==> src/rtl/vcore_ppln_pkg.sv <==
// Shared definitions for the vcore pipeline stage and its downstream elastic FIFO.
package vcore_ppln_pkg;

  localparam int unsigned DefaultDepth = 4;
  localparam int unsigned DefaultCtrlW = 8;
  localparam int unsigned DefaultDataW = 64;

  // Pointer width including the wrap bit that separates full from empty.
  function automatic int unsigned ptr_w(input int unsigned depth);
    return $clog2(depth) + 1;
  endfunction

  typedef struct packed {
    logic [DefaultCtrlW-1:0] ctrl;
    logic [DefaultDataW-1:0] data;
  } beat_t;

endpackage

==> src/rtl/vcore_ppln_fifo_ptr.sv <==
// FIFO pointer with wrap bit; reports either full or empty against the peer pointer.
module vcore_ppln_fifo_ptr #(
  parameter int unsigned PtrW    = 3,
  parameter bit          CmpFull = 1'b0
) (
  input  logic            clk,
  input  logic            rst,
  input  logic            clear,
  input  logic            inc,
  input  logic [PtrW-1:0] peer_ptr,
  output logic [PtrW-1:0] ptr,
  output logic            hit
);

  logic [PtrW-1:0] ptr_q, ptr_d;

  always_comb begin
    ptr_d = ptr_q;
    if (clear) begin
      ptr_d = '0;
    end else if (inc) begin
      ptr_d = ptr_q + 1'b1;
    end
  end

  always_ff @(posedge clk) begin
    if (rst) begin
      ptr_q <= '0;
    end else begin
      ptr_q <= ptr_d;
    end
  end

  always_comb begin
    if (CmpFull) begin
      hit = (ptr_q[PtrW-2:0] == peer_ptr[PtrW-2:0]) && (ptr_q[PtrW-1] != peer_ptr[PtrW-1]);
    end else begin
      hit = (ptr_q == peer_ptr);
    end
  end

  assign ptr = ptr_q;

endmodule

==> src/rtl/vcore_ppln_fifo.sv <==
// FWFT elastic FIFO behind a vcore pipeline stage: count, almost_full, synchronous flush.
// Define VCORE_PPLN_FIFO_STATS_EN to add the max_count high-water-mark output.
module vcore_ppln_fifo
  import vcore_ppln_pkg::*;
#(
  parameter int unsigned CTRL_WIDTH   = DefaultCtrlW,
  parameter int unsigned DATA_WIDTH   = DefaultDataW,
  parameter int unsigned DEPTH        = DefaultDepth,
  parameter int unsigned AFULL_THRESH = 3,
  parameter int unsigned CNT_W        = ptr_w(DEPTH)
) (
  input  logic                  clk,
  input  logic                  rst,
  input  logic                  flush,
  input  logic                  valid_in,
  output logic                  ready_out,
  input  logic [DATA_WIDTH-1:0] data_in,
  input  logic [CTRL_WIDTH-1:0] ctrl_in,
  output logic                  valid_out,
  input  logic                  ready_in,
  output logic [DATA_WIDTH-1:0] data_out,
  output logic [CTRL_WIDTH-1:0] ctrl_out,
  output logic [CNT_W-1:0]      count,
  output logic                  almost_full
`ifdef VCORE_PPLN_FIFO_STATS_EN
  ,
  output logic [CNT_W-1:0]      max_count
`endif
);

  localparam int unsigned IdxW = $clog2(DEPTH);
  localparam logic [CNT_W-1:0] AfullThr = CNT_W'(AFULL_THRESH);

  logic [CNT_W-1:0] wr_ptr, rd_ptr;
  logic             full, empty, push, pop, wr_en;
  logic [CNT_W-1:0] count_q, count_d;
  logic             almost_full_q, almost_full_d;

  logic [DATA_WIDTH-1:0] data_mem_q [DEPTH];
  logic [DATA_WIDTH-1:0] data_mem_d [DEPTH];
  logic [CTRL_WIDTH-1:0] ctrl_mem_q [DEPTH];
  logic [CTRL_WIDTH-1:0] ctrl_mem_d [DEPTH];

  assign ready_out = ~full;
  assign valid_out = ~empty;
  assign push      = valid_in & ready_out;
  assign pop       = valid_out & ready_in;
  // Flush drops the push of its own cycle, so it must not touch storage either.
  assign wr_en     = push & ~flush;

  vcore_ppln_fifo_ptr #(
    .PtrW    (CNT_W),
    .CmpFull (1'b1)
  ) u_wr_ptr (
    .clk      (clk),
    .rst      (rst),
    .clear    (flush),
    .inc      (push),
    .peer_ptr (rd_ptr),
    .ptr      (wr_ptr),
    .hit      (full)
  );

  vcore_ppln_fifo_ptr #(
    .PtrW    (CNT_W),
    .CmpFull (1'b0)
  ) u_rd_ptr (
    .clk      (clk),
    .rst      (rst),
    .clear    (flush),
    .inc      (pop),
    .peer_ptr (wr_ptr),
    .ptr      (rd_ptr),
    .hit      (empty)
  );

  always_comb begin
    data_mem_d = data_mem_q;
    ctrl_mem_d = ctrl_mem_q;
    if (wr_en) begin
      data_mem_d[wr_ptr[IdxW-1:0]] = data_in;
      ctrl_mem_d[wr_ptr[IdxW-1:0]] = ctrl_in;
    end
  end

  always_comb begin
    count_d = count_q;
    if (flush) begin
      count_d = '0;
    end else if (push && !pop) begin
      count_d = count_q + 1'b1;
    end else if (pop && !push) begin
      count_d = count_q - 1'b1;
    end
    almost_full_d = (count_d >= AfullThr);
  end

  always_ff @(posedge clk) begin
    if (rst) begin
      count_q       <= '0;
      almost_full_q <= 1'b0;
      ctrl_mem_q    <= '{default: '0};
    end else begin
      count_q       <= count_d;
      almost_full_q <= almost_full_d;
      ctrl_mem_q    <= ctrl_mem_d;
    end
  end

  // Data payload is deliberately left unreset; consumers qualify it with valid_out.
  always_ff @(posedge clk) begin
    data_mem_q <= data_mem_d;
  end

  assign data_out    = data_mem_q[rd_ptr[IdxW-1:0]];
  assign ctrl_out    = ctrl_mem_q[rd_ptr[IdxW-1:0]];
  assign count       = count_q;
  assign almost_full = almost_full_q;

`ifdef VCORE_PPLN_FIFO_STATS_EN
  logic [CNT_W-1:0] max_count_q, max_count_d;

  always_comb begin
    max_count_d = max_count_q;
    if (count_d > max_count_q) begin
      max_count_d = count_d;
    end
  end

  always_ff @(posedge clk) begin
    if (rst) begin
      max_count_q <= '0;
    end else begin
      max_count_q <= max_count_d;
    end
  end

  assign max_count = max_count_q;
`endif

endmodule

==> config.mk <==
export PLATFORM = sky130hd
export DESIGN_NAME = vcore_ppln_fifo
export DESIGN_NICKNAME = d
export VERILOG_FILES = /design/src/rtl/vcore_ppln_pkg.sv /design/src/rtl/vcore_ppln_fifo_ptr.sv /design/src/rtl/vcore_ppln_fifo.sv
export SDC_FILE = /design/constraint.sdc
export NUM_CORES = 1
export LEC_CHECK = 0
export ABC_CLOCK_PERIOD_IN_PS = 7200
export CAP_MARGIN = 20
export CORE_ASPECT_RATIO = 1.75
export CORE_MARGIN = 2
export CORE_UTILIZATION = 28
export CTS_BUF_LIST = sky130_fd_sc_hd__clkbuf_8
export DETAILED_ROUTE_END_ITERATION = 8
export REMOVE_ABC_BUFFERS = 1
export SLEW_MARGIN = 20
export SYNTH_ARGS = -nofsm -noshare
export SYNTH_HDL_FRONTEND = slang
export SYNTH_SLANG_ARGS = --single-unit
==> constraint.sdc <==
create_clock -name clk -period 7.2 [get_ports clk]
set_clock_uncertainty 0.2 [all_clocks]
set_input_delay 2.16 -clock clk [delete_from_list [all_inputs] [get_ports clk]]
set_output_delay 2.16 -clock clk [all_outputs]
set_load 0.05 [all_outputs]
Word-level counts from Yosys, hierarchy flattened. Cells that the tools add are included. Widths: inputs -> output; s select.

Mux-type cells: 15. Bitwise operators: 8. Equality and inequality tests: 3. Add/subtract/negate cells: 4. Magnitude comparators: 4. Reduce and logical (&&, ||, !) cells: 7.

Operators with widths (count): $bwmux 256 (1); $mux 64 (3); $bmux 64 s2 (1); $demux 64 s2 (1); $bwmux 32 (1); $mux 8 (3); $bmux 8 s2 (1); $demux 8 s2 (1); $add 3x1->3 const B (3); $mux 3 (3); $ge 3x3->1 const B (2); $not 2->3 (2); $logic_and 1x1->1 (4); $and 1x1->1 (3); $eq 3x3->1 (1); $ge 3x2->1 const B (1); $lt 3x1->1 const B (1); $not 1->1 (3); $sub 3x1->3 const B (1); $eq 2x2->1 (1); $logic_not 1->1 (2); $reduce_or 2->1 (1); $ne 1x1->1 (1).

Bits in registers: 298. Word-level logic and storage cells: 53. Input port bits: 77. Output and inout port bits: 78.

Longest topological paths before layout. Gate-level depths: netlist of the first run.

Depth after elaboration: 10. Gate-level depth with buffers: 7. Mapped depth without buffers: 6.

By module. Synthesis of the first run repeated with hierarchy kept, for this count alone.

Cell total of the unflattened synthesis: 522. Area, all modules: 11223.3 um2.

Modules (own cells, without submodules): vcore_ppln_fifo (area each 10898.0 um2, seq. area each 8408.1 um2, instances 1, cells an instance 490); vcore_ppln_fifo_ptr (area each 162.7 um2, seq. area each 60.1 um2, instances 2, cells an instance 16).

Worst setup path before layout of the first run. OpenSTA, ideal clock, no wires.

Kind: input-to-reg. From: input port valid_in. To: register ctrl_mem_q[0] (netlist name). Stages on the path: 5. Library setup time: 128 ps. Path slack: 3075 ps. Buffers on the path: 2. Data required time: 6872 ps. Data arrival time: 3798 ps. Path through: clkbuf_1 > and4b_1 > buf_2 > mux2i_1 > nor2_1.

Cells in the longest elaborated chain, start to end: 2.

RTL lines: start, declared (line vcore_ppln_fifo.sv:15) `input logic valid_in,`; $and 1x1->1 (line vcore_ppln_fifo.sv:46) `assign push = valid_in & ready_out;`; $and 1x1->1 (line vcore_ppln_fifo.sv:49) `assign wr_en = push & ~flush;`; end signal, assigned (line vcore_ppln_fifo.sv:106) `ctrl_mem_q <= ctrl_mem_d;`; end, declared (line vcore_ppln_fifo.sv:41) `logic [CTRL_WIDTH-1:0] ctrl_mem_q [DEPTH];`.

Every way passes these cells. A chain may end at the register's enable or synchronous reset.

Final worst setup path of the first run.
From: register u_rd_ptr.ptr_q[0], in the netlist u_rd_ptr.ptr[0]. To: output port data_out[29].

Cells in the longest elaborated chain, start to end: 4.

RTL lines: start, declared (line vcore_ppln_fifo_ptr.sv:15) `logic [PtrW-1:0] ptr_q, ptr_d;`; start signal, assigned (line vcore_ppln_fifo_ptr.sv:30) `ptr_q <= ptr_d;`; $not 2->3 (not written as such) (line vcore_ppln_fifo.sv:115) `assign data_out = data_mem_q[rd_ptr[IdxW-1:0]];`; $bmux 64 s2 (line vcore_ppln_fifo.sv:115); $mux 64 (not written as such) (2 in a row) (line vcore_ppln_fifo.sv:115); end, declared (line vcore_ppln_fifo.sv:21) `output logic [DATA_WIDTH-1:0] data_out,`.

Every way passes these cells. The select of a mux whose other input is x is not followed.

==> reports/qor.yml, run 1 <==
worst_max_slew_margin_expressed_relative_to_the_limit_pct: 33.14
setup.worst_path.end_class: "output port"
startpoint_of_the_worst_register_to_register_path: "u_rd_ptr.ptr[1]$_SDFFE_PP0P_"
antenna_found_initial: 3
track_usage_pct: 11.49
grt_max_degree: 64
globalRouteOverflowTotal: 0
slowest_delay_ns: 0.78
fillerInstances: 3671
post-route-min-period_ns: 5.479
clkTransAtPathRegs_ns: 0.06
critPathKind: "flip-flop to output port"
clock_buffer_count_from_cts: 43
clock_tree_from_tritoncts: "yes"
post_synth_instance_area_um2: 11320
synth_seq_area_share_pct: 75.31
clock_sink_count: 298
finalWirelength_um: 24380
die-area_um2: 42130
synth.ff_latch_count: 298
post_drt_antenna_nets: 0
finalWeightedCongestion: 0.7550
number_of_input_and_output_port_buffers_inserted: 154
critical_path.reg2reg.endpoint: "data_mem_q[165]$_DFFE_PP_"
mostFrequentLayoutCell: "sky130_fd_sc_hd__edfxtp_1"
postSynth.asyncResetShare_pct: 0
most_frequent_cells_in_the_layout: "sky130_fd_sc_hd__edfxtp_1, sky130_fd_sc_hd__clkdlybuf4s50_1, sky130_fd_sc_hd__mux4_2"
drtIter0Drc: 294
report.final.slew_viol_count: 0
clock_tree.buffer_depth: 3
cts-resized-gates: 0
setup_repair_after_global_routing_missed_its_margin: "false"
hp-class: "flip-flop to flip-flop"
max_cap_violations: 0
multi_input_area_um2: 2653
timing.final.setup_violations: 0
critical_path.endpoint: "data_out[29]"
holdBufCountCts: 0
worst_setup_path_start_kind: "flip-flop"
rows: 97
critical_path.slowest_cell: "sky130_fd_sc_hd__dfxtp_4"
crit_arrival_ns: 3.12
min_period_over_period_pct: 76.10
htree_levels: 2
route.vias.total: 5672
outcome: "complete, no violations"
number_of_buffers_and_inverters_on_the_critical_path: 2
yosys_most_used_dff: "sky130_fd_sc_hd__edfxtp_1"
yosys.cell_types.count: 38
clk-insertion-delay-late_ns: 0.54
timing.reg2reg.worst_path_depth: 6
grt_first_pass_wirelength_um: 36400
core_region_area_um2: 39930
post-route-util_pct: 35.54
synthCells: 546
detail_route.wl_per_cell_um: 19.47
worst_ep_required_time_ns: 4.84
vias_per_cell: 4.530
synth.avg_cell_area_um2: 20.74
cp_max_fo: 44
power_per_cell_area_nw_per_um2: 239.3
fin_cells: 1252
layout.cell_area.non_filler_um2: 14190
post_route_cells_drive_above_1_share_pct: 19.18
ir_worst_vdd_uv: 115.7
critPathTopFamily: "buffers and inverters"
timing.fmax_ghz: 0.1825
nets_final: 809
drt_drc_violations_left: 0
leakage_nw: 4.670
place.detailed.hpwl_um: 15350
dp_cells: 1175
clock_tree.root_cell: "sky130_fd_sc_hd__clkbuf_8"
floorplan.initialDensity_pct: 28.36
cp.depth: 3
fin_tns_setup_ns: 0
synthesis.yosys.warnings: 0
max_slew.worst_pin.slew_ns: 1.003
detailed_router_iteration_count_before_antenna_repair: 4
regArea_um2: 8536
postCtsSetupRepairBufs: 0
timing.critical_path.cells: "buf_12, mux4_2, clkdlybuf4s50_1"
die_width_um: 156.0
reg2reg_setup_slack_ns: 3.35
place_area_um2: 13440
setup.worst_path.start: "u_rd_ptr.ptr[0]$_SDFFE_PP0P_"
layout-area-overhead-vs-synth_pct: 25.34
die_y_um: 270.0
synth-edff-count: 256
timing_hold_violations_final: 0
grt_pass1_vias: 6162
num_io_pins: 155
metal layers:
metal  share of wire, %  GRT usage (%)
met1                 36          11.84
met2                 57          22.21
met3                4.1          2.279
met4                3.1          4.684
met5               0.11              0
layout make-up:
type	count	share of cell area, %
Sequential cell	298	60.14
Timing Repair Buffer	161	11.28
Multi-Input combinational cell	214	18.69
Tap cell	495	4.364
Clock inverter	31	0.9257
Antenna cell	1	0.01763
Clock buffer	45	4.364
Inverter	7	0.2116
Yosys cell counts, drive strengths merged, types with 2 or more instances:
cell type,instances,area [µm²]
a21oi,5,25.02
a221oi,2,23.77
buf,19,90.08
clkbuf,8,30.03
dfxtp,42,840.8
edfxtp,256,7687
ha,7,87.58
inv,7,26.27
mux2i,32,320.3
mux4,72,1622
nand2,13,97.60
nand3,6,35.03
nor2,44,165.2
o21ai,3,15.01
o31ai,2,15.01
o32ai,2,17.52
xnor2,6,52.55
xor2,7,68.82
state kept, by name, indices dropped and copies added, names as in the netlist:
register and flops:
data_mem_q 256, ctrl_mem_q 32, almost_full 1, u_wr_ptr.ptr 3, count 3, u_rd_ptr.ptr 3
kinds of logic (layout without fill, tap and decap cells):
group	after synthesis	after routing	share of synthesized area, %
other	0	1	0
AOI/OAI and AO/OA	22	22	1.425
and+or+nand+nor	68	68	2.973
DFF	298	298	75.31
buffers and inverters	34	244	1.293
adders and majority gates	7	7	0.7734
xor gates and xnor gates	13	13	1.072
muxes	104	104	17.15
worst reg2reg max path, delay by kind of cell (launching register included):
kind          cells  cell delay (ns)
xor+xnor          1             0.26
buf+inv           2             1.05
flops             1             1.01
simple gates      3             0.91
worst min-delay path by stage:
stage | startpoint | to | slack, ns | cells past startpoint
2_1_floorplan | ctrl_mem_q[0]$_SDFFE_PP0P_ | ctrl_mem_q[0]$_SDFFE_PP0P_ | 0.25 | 2
3_3_place_gp | ctrl_mem_q[8]$_SDFFE_PP0P_ | ctrl_mem_q[8]$_SDFFE_PP0P_ | 0.27 | 2
3_5_place_dp | ctrl_mem_q[7]$_SDFFE_PP0P_ | ctrl_mem_q[7]$_SDFFE_PP0P_ | 0.28 | 2
4_1_cts | ctrl_mem_q[7]$_SDFFE_PP0P_ | ctrl_mem_q[7]$_SDFFE_PP0P_ | 0.30 | 2
5_1_grt | ctrl_mem_q[2]$_SDFFE_PP0P_ | ctrl_mem_q[2]$_SDFFE_PP0P_ | 0.31 | 2
6_report | ctrl_mem_q[14]$_SDFFE_PP0P_ | ctrl_mem_q[14]$_SDFFE_PP0P_ | 0.29 | 2
through the flow:
stage | total power [mW] | setup WS [ns] | hold WS, ns
after global placement | 2.240 | 1.937 | 0.2694
after detailed placement | 2.244 | 1.942 | 0.2807
after floorplan | 2.107 | 0.5969 | 0.2548
final | 3.396 | 1.721 | 0.2937
after global routing | 3.523 | 1.499 | 0.3126
after CTS | 3.452 | 1.571 | 0.2978
power breakdown:
part | internal, mW | total [mW] | leakage (nW) | switching (mW)
registers | 1.90 | 1.91 | 2.67 | 0.0111
logic | 0.116 | 0.287 | 1.55 | 0.171
clock network | 0.580 | 1.19 | 0.457 | 0.614
total | 2.60 | 3.40 | 4.67 | 0.797
(Power assumes the default switching activity.)
==> inputs of run 2 (changes only) <==
- ABC_CLOCK_PERIOD_IN_PS: 7200 -> 4470
- clock period: 7.2 -> 4.47 ns (I/O delays scaled with it)
==> reports/qor.yml, run 2 (synthesis results as in run 1) <==
outcome: "complete, no violations"  # unchanged
die-area_um2: 42130  # unchanged
clock_tree_from_tritoncts: "yes"  # unchanged
share_clk_of_total_power_pct: 40.4  # was 35.2%
post_route_cells_drive_above_1_share_pct: 22.62  # was 19.18%
mostFrequentLayoutCell: "sky130_fd_sc_hd__edfxtp_1"  # unchanged
drtIter0Drc: 221  # was 294
grt_max_degree: 65  # was 64
num_io_pins: 155  # unchanged
leakage_nw: 4.823  # was 4.670 nW
worst_hold_path.num_cells: 2  # unchanged
sw_frac_of_total_pct: 23.07  # was 23.46%
holdBufCountCts: 0  # unchanged
floorplan.initialDensity_pct: 28.36  # unchanged
number_of_buffers_and_inverters_on_the_critical_path: 2  # unchanged
grt_pass1_vias: 6323  # was 6162
drt_drc_violations_left: 0  # unchanged
place.detailed.hpwl_um: 15420  # was 15350 µm
die_y_um: 270.0  # unchanged
detailed_router_iteration_count_before_antenna_repair: 4  # unchanged
top_register: "data_mem_q"  # unchanged
timing_hold_violations_final: 0  # unchanged
clock_buffer_count_from_cts: 47  # was 43
cts-resized-gates: 0  # unchanged
fin_hold_ws_ns: 0.2846  # was 0.2937 ns
netSwitchingPower_mw: 1.374  # was 0.7967 mW
timing.fmax_ghz: 0.2339
critical_path.reg2reg.endpoint: "data_mem_q[169]$_DFFE_PP_"  # was data_mem_q[165]$_DFFE_PP_
finalWirelength_um: 24480  # was 24380 µm
fin_cells: 1275  # was 1252
postCtsSetupRepairBufs: 0  # unchanged
nets_final: 823  # was 809
worst_setup_path_start_kind: "flip-flop"  # unchanged
dp_cells: 1185  # was 1175
antenna_found_initial: 4  # was 3
layout-area-overhead-vs-synth_pct: 28.93  # was 25.34%
preCtsSetupSlack_ns: 0.7102  # was 1.942 ns
timing.final.setup_violations: 0  # unchanged
layout.cell_area.non_filler_um2: 14600  # was 14190 µm²
clock_tree.root_cell: "sky130_fd_sc_hd__clkbuf_8"  # unchanged
hold-path-endpoint: "ctrl_mem_q[13]$_SDFFE_PP0P_"  # was ctrl_mem_q[14]$_SDFFE_PP0P_
vias_per_cell: 4.462  # was 4.530
clock_sink_count: 298  # unchanged
number_of_input_and_output_port_buffers_inserted: 154  # unchanged
reg2reg_setup_slack_ns: 1.53  # was 3.35 ns
worst_ep_required_time_ns: 2.93  # was 4.84 ns
min_period_over_period_pct: 95.65
max_slew.worst_pin.slew_ns: 0.6177  # was 1.003 ns
worstHoldStart: "ctrl_mem_q[13]$_SDFFE_PP0P_"  # was ctrl_mem_q[14]$_SDFFE_PP0P_
critPathKind: "flip-flop to output port"  # unchanged
place_area_um2: 13590  # was 13440 µm²
postLayoutSetupSlackWorst_ns: 0.1943  # was 1.721 ns
number_of_flip_flops_under_the_largest_register_name: 256  # unchanged
die_width_um: 156.0  # unchanged
most_frequent_cells_in_the_layout: "sky130_fd_sc_hd__edfxtp_1, sky130_fd_sc_hd__clkdlybuf4s50_1, sky130_fd_sc_hd__mux4_2"  # unchanged
grt_first_pass_wirelength_um: 37270  # was 36400 µm
pwr-share-comb_pct: 7.8  # was 8.5%
post-route-util_pct: 36.56  # was 35.54%
reg.largest.list: "data_mem_q (256), ctrl_mem_q (32)"  # unchanged
htree_levels: 2  # unchanged
clk-insertion-delay-late_ns: 0.57  # was 0.54 ns
fin_tns_setup_ns: 0  # unchanged
cp_max_fo: 17  # was 44
post_drt_antenna_nets: 0  # unchanged
track_usage_pct: 11.79  # was 11.49%
power_per_cell_area_nw_per_um2: 407.8  # was 239.3 nW/µm²
globalRouteOverflowTotal: 0  # unchanged
timing.reg2reg.worst_path_depth: 7  # was 6
core_region_area_um2: 39930  # unchanged
critical_path.slowest_cell: "sky130_fd_sc_hd__clkdlybuf4s50_1"  # was sky130_fd_sc_hd__dfxtp_4
rows: 97  # unchanged
internal_power_mw: 4.580  # was 2.600 mW
ir_worst_vdd_uv: 253.7  # was 115.7 µV
clkTransAtPathRegs_ns: 0.06  # about the same
timing.critical_path.cells: "buf_4, mux4_2, clkdlybuf4s50_1"  # was buf_12, mux4_2, clkdlybuf4s50_1
setup_repair_after_global_routing_missed_its_margin: "false"  # unchanged
critPathTopFamily: "buffers and inverters"  # unchanged
crit_arrival_ns: 2.73  # was 3.12 ns
power.total_mw: 5.953  # was 3.396 mW
hp-class: "flip-flop to flip-flop"  # unchanged
max_cap_violations: 0  # unchanged
worst_max_slew_margin_expressed_relative_to_the_limit_pct: 58.69  # was 33.14%
report.final.slew_viol_count: 0  # unchanged
fillerInstances: 3682  # was 3671
route.vias.total: 5689  # was 5672
detail_route.wl_per_cell_um: 19.20  # was 19.47 µm
finalWeightedCongestion: 0.7407  # was 0.7550
power_frac_seq_pct: 51.8  # was 56.4%
post-route-min-period_ns: 4.276
clock_tree.buffer_depth: 3  # unchanged
startpoint_of_the_worst_register_to_register_path: "u_rd_ptr.ptr[0]$_SDFFE_PP0P_"  # was u_rd_ptr.ptr[1]$_SDFFE_PP0P_
setup.worst_path.end_class: "output port"  # unchanged
slowest_delay_ns: 0.75  # was 0.78 ns
[run 2: changes by cell type in the layout (fill, tap and decap cells not counted), moves of 2 or more]
cell                         change
sky130_fd_sc_hd__buf_12          +6
sky130_fd_sc_hd__bufinv_16       +4
sky130_fd_sc_hd__clkbuf_8        +7
sky130_fd_sc_hd__buf_4           +4
sky130_fd_sc_hd__inv_1          -11
sky130_fd_sc_hd__clkinvlp_4      +3
sky130_fd_sc_hd__clkinv_4        +2
sky130_fd_sc_hd__clkinv_2        +6
[run 2: worst max path at each step]
stage	slack, ns	cells past startpoint	end	startpoint
floorplan	-2.13	5	ctrl_mem_q[0]$_SDFFE_PP0P_	u_rd_ptr.ptr[0]$_SDFFE_PP0P_
global placement	0.72	3	data_out[51]	u_rd_ptr.ptr[0]$_SDFFE_PP0P_
detailed placement	0.71	3	data_out[27]	u_rd_ptr.ptr[0]$_SDFFE_PP0P_
CTS	0.07	3	data_out[27]	u_rd_ptr.ptr[0]$_SDFFE_PP0P_
global route	0.04	3	data_out[38]	u_rd_ptr.ptr[0]$_SDFFE_PP0P_
finish	0.19	3	data_out[1]	u_rd_ptr.ptr[0]$_SDFFE_PP0P_
[run 2: power by group through the flow]
stage               combinational (mW)  sequential [mW]  clock, mW
floorplan                        0.241             3.15          0
global placement                 0.466             3.14          0
detailed placement               0.469             3.14          0
CTS                              0.471             3.08       2.49
global route                     0.489             3.08       2.61
finish                           0.463             3.08       2.41
[run 2: final cells by class]
class                   count  area [µm²]  area share, %
clock inverters            36       284.0          1.945
diodes                      2       5.005        0.03428
multi-input cells         214        2653          18.17
inverters                   7       30.03         0.2057
repair buffers            171        1757          12.03
flip-flops and latches    298        8536          58.47
well taps                 495       619.3          4.242
clock buffers              52       715.7          4.902
[run 2: metal layers]
metal,vias up,global-route usage [%],wire length (µm)
li1,2604,-,-
met1,2916,12.04,8804
met2,117,22.90,14000
met3,48,2.311,929
met4,4,4.853,714
met5,-,0,29
[run 2: worst min-delay path: cells and delay by family (launching register included)]
| family | cells | cell delay, ns |
|---|---|---|
| multiplexers | 1 | 0.06 |
| flip-flops | 1 | 0.32 |
| AND/OR/NAND/NOR | 1 | 0.07 |
==> inputs of run 3 (changes only) <==
- ABC_CLOCK_PERIOD_IN_PS: 4470 -> 5200
- clock period: 4.47 -> 5.2 ns (I/O delays scaled with it)
==> reports/qor.yml, run 3 (synthesis results as in run 1) <==
setup.worst_path.end_class: "output port"  # unchanged
rows: 97  # unchanged
postCtsSetupRepairBufs: 0  # unchanged
most_frequent_cells_in_the_layout: "sky130_fd_sc_hd__edfxtp_1, sky130_fd_sc_hd__clkdlybuf4s50_1, sky130_fd_sc_hd__mux4_2"  # unchanged
drt_drc_violations_left: 0  # unchanged
top_register: "data_mem_q"  # unchanged
number_of_input_and_output_port_buffers_inserted: 154  # unchanged
min_period_over_period_pct: 83.41
finalWeightedCongestion: 0.7333  # was 0.7407
die_width_um: 156.0  # unchanged
grt_pass1_vias: 6135  # was 6323
grt_first_pass_wirelength_um: 36840  # was 37270 µm
report.final.slew_viol_count: 0  # unchanged
clock_buffer_count_from_cts: 45  # was 47
max_slew.worst_pin.slew_ns: 0.6172  # was 0.6177 ns
pwr-share-comb_pct: 8.3  # was 7.8%
worst_max_slew_margin_expressed_relative_to_the_limit_pct: 58.72  # was 58.69%
timing.final.setup_violations: 0  # unchanged
setup_repair_after_global_routing_missed_its_margin: "false"  # unchanged
timing.reg2reg.worst_path_depth: 7  # unchanged
post_route_cells_drive_above_1_share_pct: 20.42  # was 22.62%
multi_input_area_um2: 2653  # unchanged
regArea_um2: 8536  # unchanged
mostFrequentLayoutCell: "sky130_fd_sc_hd__edfxtp_1"  # unchanged
die-area_um2: 42130  # unchanged
cp_max_fo: 42  # was 17
track_usage_pct: 11.63  # was 11.79%
hp-class: "flip-flop to flip-flop"  # unchanged
die_y_um: 270.0  # unchanged
clkTransAtPathRegs_ns: 0.06  # about the same
share_clk_of_total_power_pct: 36.5  # was 40.4%
antenna_found_initial: 4  # unchanged
core_region_area_um2: 39930  # unchanged
clock_sink_count: 298  # unchanged
fillerInstances: 3681  # was 3682
power_per_cell_area_nw_per_um2: 334.1  # was 407.8 nW/µm²
worst_setup_path_start_kind: "flip-flop"  # unchanged
max_cap_violations: 0  # unchanged
reg.largest.list: "data_mem_q (256), ctrl_mem_q (32)"  # unchanged
power_frac_seq_pct: 55.1  # was 51.8%
vias_per_cell: 4.501  # was 4.462
clk-insertion-delay-late_ns: 0.54  # was 0.57 ns
detailed_router_iteration_count_before_antenna_repair: 4  # unchanged
route.vias.total: 5676  # was 5689
nets_final: 814  # was 823
layout-area-overhead-vs-synth_pct: 26.97  # was 28.93%
place.detailed.hpwl_um: 14600  # was 15420 µm
ir_worst_vdd_uv: 183.5  # was 253.7 µV
clock_tree.root_cell: "sky130_fd_sc_hd__clkbuf_8"  # unchanged
drtIter0Drc: 282  # was 221
worst_hold_path.num_cells: 2  # unchanged
detail_route.wl_per_cell_um: 19.11  # was 19.20 µm
leakage_nw: 4.706  # was 4.823 nW
cts-resized-gates: 0  # unchanged
preCtsSetupSlack_ns: 1.181  # was 0.7102 ns
place_area_um2: 13540  # was 13590 µm²
critPathKind: "flip-flop to output port"  # unchanged
outcome: "complete, no violations"  # unchanged
globalRouteOverflowTotal: 0  # unchanged
finalWirelength_um: 24090  # was 24480 µm
sw_frac_of_total_pct: 23.25  # was 23.07%
power.total_mw: 4.803  # was 5.953 mW
clock_tree_from_tritoncts: "yes"  # unchanged
number_of_flip_flops_under_the_largest_register_name: 256  # unchanged
layout.cell_area.non_filler_um2: 14380  # was 14600 µm²
timing_hold_violations_final: 0  # unchanged
post_drt_antenna_nets: 0  # unchanged
postLayoutSetupSlackWorst_ns: 0.8624  # was 0.1943 ns
htree_levels: 2  # unchanged
num_io_pins: 155  # unchanged
post-route-min-period_ns: 4.338
holdBufCountCts: 0  # unchanged
crit_arrival_ns: 2.58  # was 2.73 ns
worst_ep_required_time_ns: 3.44  # was 2.93 ns
timing.fmax_ghz: 0.2305
grt_max_degree: 73  # was 65
floorplan.initialDensity_pct: 28.36  # unchanged
clock_tree.buffer_depth: 3  # unchanged
internal_power_mw: 3.686  # was 4.580 mW
netSwitchingPower_mw: 1.117  # was 1.374 mW
run 3: path summary, 6_finish.rpt:
check,start,to,slack [ns]
hold / removal,ctrl_mem_q[6]$_SDFFE_PP0P_,ctrl_mem_q[6]$_SDFFE_PP0P_,0.29
hold reg to reg,ctrl_mem_q[6]$_SDFFE_PP0P_,ctrl_mem_q[6]$_SDFFE_PP0P_,0.29
setup reg to reg,u_rd_ptr.ptr[0]$_SDFFE_PP0P_,data_mem_q[159]$_DFFE_PP_,2.46
setup / recovery,u_rd_ptr.ptr[0]$_SDFFE_PP0P_,data_out[25],0.86
run 3: through the flow:
step                      instances  hold slack, ns  TNS (ns)  util (%)
final                          1261          0.2883         0     36.01
after global routing           1261          0.3348         0     36.01
after CTS                      1259          0.2967         0     35.99
after detailed placement       1178          0.2812         0     33.91
after global placement         1178          0.2663         0     33.91
after floorplan                 519          0.2548   -290.16         -
run 3: routing by layer:
metal  global-route usage, %  vias to the layer above  wire, µm
met5                       0                        -        25
met4                   5.263                        4       767
met3                   2.487                       46      1001
met2                   21.65                      129     13410
met1                   12.38                     2917      8892
li1                        -                     2580         -
run 3: worst max-delay path, stage by stage (launching register included):
cell	delay [ns]
sky130_fd_sc_hd__dfxtp_4	0.37
sky130_fd_sc_hd__buf_12	0.33
sky130_fd_sc_hd__mux4_2	0.56
sky130_fd_sc_hd__clkdlybuf4s50_1	0.76
run 3: power groups by stage:
stage                     registers [mW]  clock network, mW  logic [mW]
after floorplan                     2.71                  0       0.207
after global placement              2.70                  0       0.401
after detailed placement            2.70                  0       0.405
after CTS                           2.65               1.84       0.406
after global routing                2.65               1.93       0.423
final                               2.65               1.75       0.400
run 3: area by class of cell:
cell class	instances	area share [%]
Tap cell	495	4.308
Sequential cell	298	59.37
Clock inverter	31	0.9921
Clock buffer	50	4.786
Multi-Input combinational cell	214	18.45
Timing Repair Buffer	164	11.85
Inverter	7	0.2089
Antenna cell	2	0.03481
==> RTL change (config.mk and constraints of run 1) <==
Put one more register stage on the output `count`, with the module's reset. The value now appears one clock later. The other outputs are not delayed to match.
--- a/src/rtl/vcore_ppln_fifo.sv
+++ b/src/rtl/vcore_ppln_fifo.sv
@@ -114,7 +114,13 @@
 
   assign data_out    = data_mem_q[rd_ptr[IdxW-1:0]];
   assign ctrl_out    = ctrl_mem_q[rd_ptr[IdxW-1:0]];
-  assign count       = count_q;
+  always_ff @(posedge clk) begin
+    if (rst) begin
+      count <= '0;
+    end else begin
+      count <= count_q;
+    end
+  end
   assign almost_full = almost_full_q;
 
 `ifdef VCORE_PPLN_FIFO_STATS_EN
Formal check against the unedited RTL: not equivalent (a bounded check fails within 4 cycles, from zero or initial values and one cycle with rst high).
==> RTL change against run 1 <==
Register-to-register slack worse by 0.07 ns. Count of clock-buffer cells in the layout fell by 1. Sequential cell count up 3. Non-clock buffer count is 4 higher. Power increased by 3.4%. Routed wire length grew 7.1%. Setup slack worse by 0.078 ns. Area after synthesis increased by 0.23%. Sequential share of layout area fell by 0.11 points. Global-route usage is 1.1 points higher. Via count grew 3.7%. Cell area increased by 0.88%.
==> RTL change: results (changes against run 1) <==
path_delay_family: "buffers and inverters"
clkCellAreaFrac: 0.05602  # +0.003121
top_layer: "met4"
clkLatencyLatePin_ns: 0.57  # +0.03 ns
first_global_vias: 6330  # +2.7%
n_antenna_cell: 2  # +1
r2r_slack_ns: 3.28  # -0.07 ns
buffers: 165  # +2.5%
grt_use_total: 0.1254  # +0.01051
slew_headroom: 0.3856  # +0.05422
nonClkBufAreaFrac: 0.1152  # +0.002334
nNetsFinal: 838  # +3.6%
clkTransAtPathRegs_ns: 0.07
synth.distinct_cells: 36  # -5.3%
grtUsageMet2: 0.2327  # +0.01060
nClkBuffers: 44  # -2.2%
grt_max_degree: 58  # -9.4%
start_util: 0.2834  # about the same
multiInputGateArea_um2: 2605  # -1.8%
seq_share: 0.6004  # -0.001061
p_leak_uw: 0.004503  # -3.6%
crit_slowest_cell: "dfxtp_4"
met3_usage: 0.02599  # +0.003209
inv_count: 10  # +3
drive_above_1_share: 0.1882  # -0.003579
clock_path_buffers: 3  # unchanged
worst_ir_drop_vdd_v: 0.0001432  # +24%
dr_wl_met3_um: 1267  # +26%
synth_common_cells: "256 x edfxtp_1, 72 x mux4_2, 45 x dfxtp_1"
avgSynthCellArea_um2: 19.77  # -4.7%
first_pass_iters: 9  # +5
multi_input_cells: 234  # +9.3%
synth.area.top_cells: "edfxtp_1 68%, mux4_2 14%, dfxtp_1 7.9%"
place_hpwl_um: 17200  # +12%
cts_resized: 0  # unchanged
status: "completed"
wl_met2_um: 14550  # +5.2%
drt-met1-wl_um: 9204  # +5.2%
dp_cells: 1205  # +2.6%
synth-seq-area-share: 0.7567  # +0.003548
met1_usage: 0.1327  # +0.01423
hold_path.class: "flop to flop"
numCtsBuffers: 42  # -2.3%
grt_first_pass_wirelength_um: 39130  # +7.5%
max_stage_delay_ns: 0.87  # +0.09 ns
top_regs: "data_mem_q (256), ctrl_mem_q (32)"
dr_total_vias: 5884  # +3.7%
clock_sinks: 301  # +1.0%
fill_cells: 3752  # +2.2%
instances_no_fill: 1278  # +2.1%
gp_congestion: 0.7935  # +5.1%
root_buffer: "clkbuf_8"
drtIter0Drc: 378  # +29%
crit_fanout: 40  # -9.1%
cts_setup_buffers: 0  # unchanged
wl_per_cell_um: 20.43  # +4.9%
critPathArrivalTime_ns: 3.20  # +0.08 ns
## RTL change: cell types whose count changed in the layout (fill, tap and decap cells not counted), moves of 7 or more
cell / before / now
nand2_1: 10 / 32
a21oi_1: 5 / 28
mux2i_1: 32 / 11
nand3_1: 5 / 28
inv_1: 23 / 16
nor2_1: 44 / 20
## RTL change: metrics by stage
stage | area, um^2 | worst slack, ns | setup TNS, ns | hold slack [ns] | power (uW)
after floorplan | 11230 | -0.09841 | -4.251 | 0.2271 | 2121
after global placement | 13510 | 1.659 | 0 | 0.2501 | 2258
after detailed placement | 13510 | 1.577 | 0 | 0.2488 | 2262
after CTS | 14310 | 1.477 | 0 | 0.2583 | 3569
after global routing | 14320 | 1.416 | 0 | 0.2811 | 3642
final | 14320 | 1.643 | 0 | 0.2555 | 3511
## RTL change: cells by family after synthesis
family / share of synthesized area
compound gates: 0.02646
xor+xnor: 0.009260
fa+ha+maj: 0.007717
buf+inv: 0.01400
flops: 0.7567
mux: 0.1536
simple gates: 0.03230
## RTL change: final timing paths
kind | start | end | cells past startpoint
setup / recovery | u_rd_ptr.ptr[0]$_SDFFE_PP0P_ | data_out[39] | 3
hold / removal | ctrl_mem_q[26]$_SDFFE_PP0P_ | ctrl_mem_q[26]$_SDFFE_PP0P_ | 2
setup reg to reg | u_rd_ptr.ptr[1]$_SDFFE_PP0P_ | data_mem_q[154]$_DFFE_PP_ | 5
hold reg to reg | ctrl_mem_q[26]$_SDFFE_PP0P_ | ctrl_mem_q[26]$_SDFFE_PP0P_ | 2
## RTL change: report_power, final
| part | switching, uW | leakage, uW | internal (uW) |
|---|---|---|---|
| logic | 173 | 0.00136 | 115 |
| registers | 11.8 | 0.00269 | 1920 |
| clock network | 616 | 0.000452 | 675 |
| total | 801 | 0.00450 | 2710 |
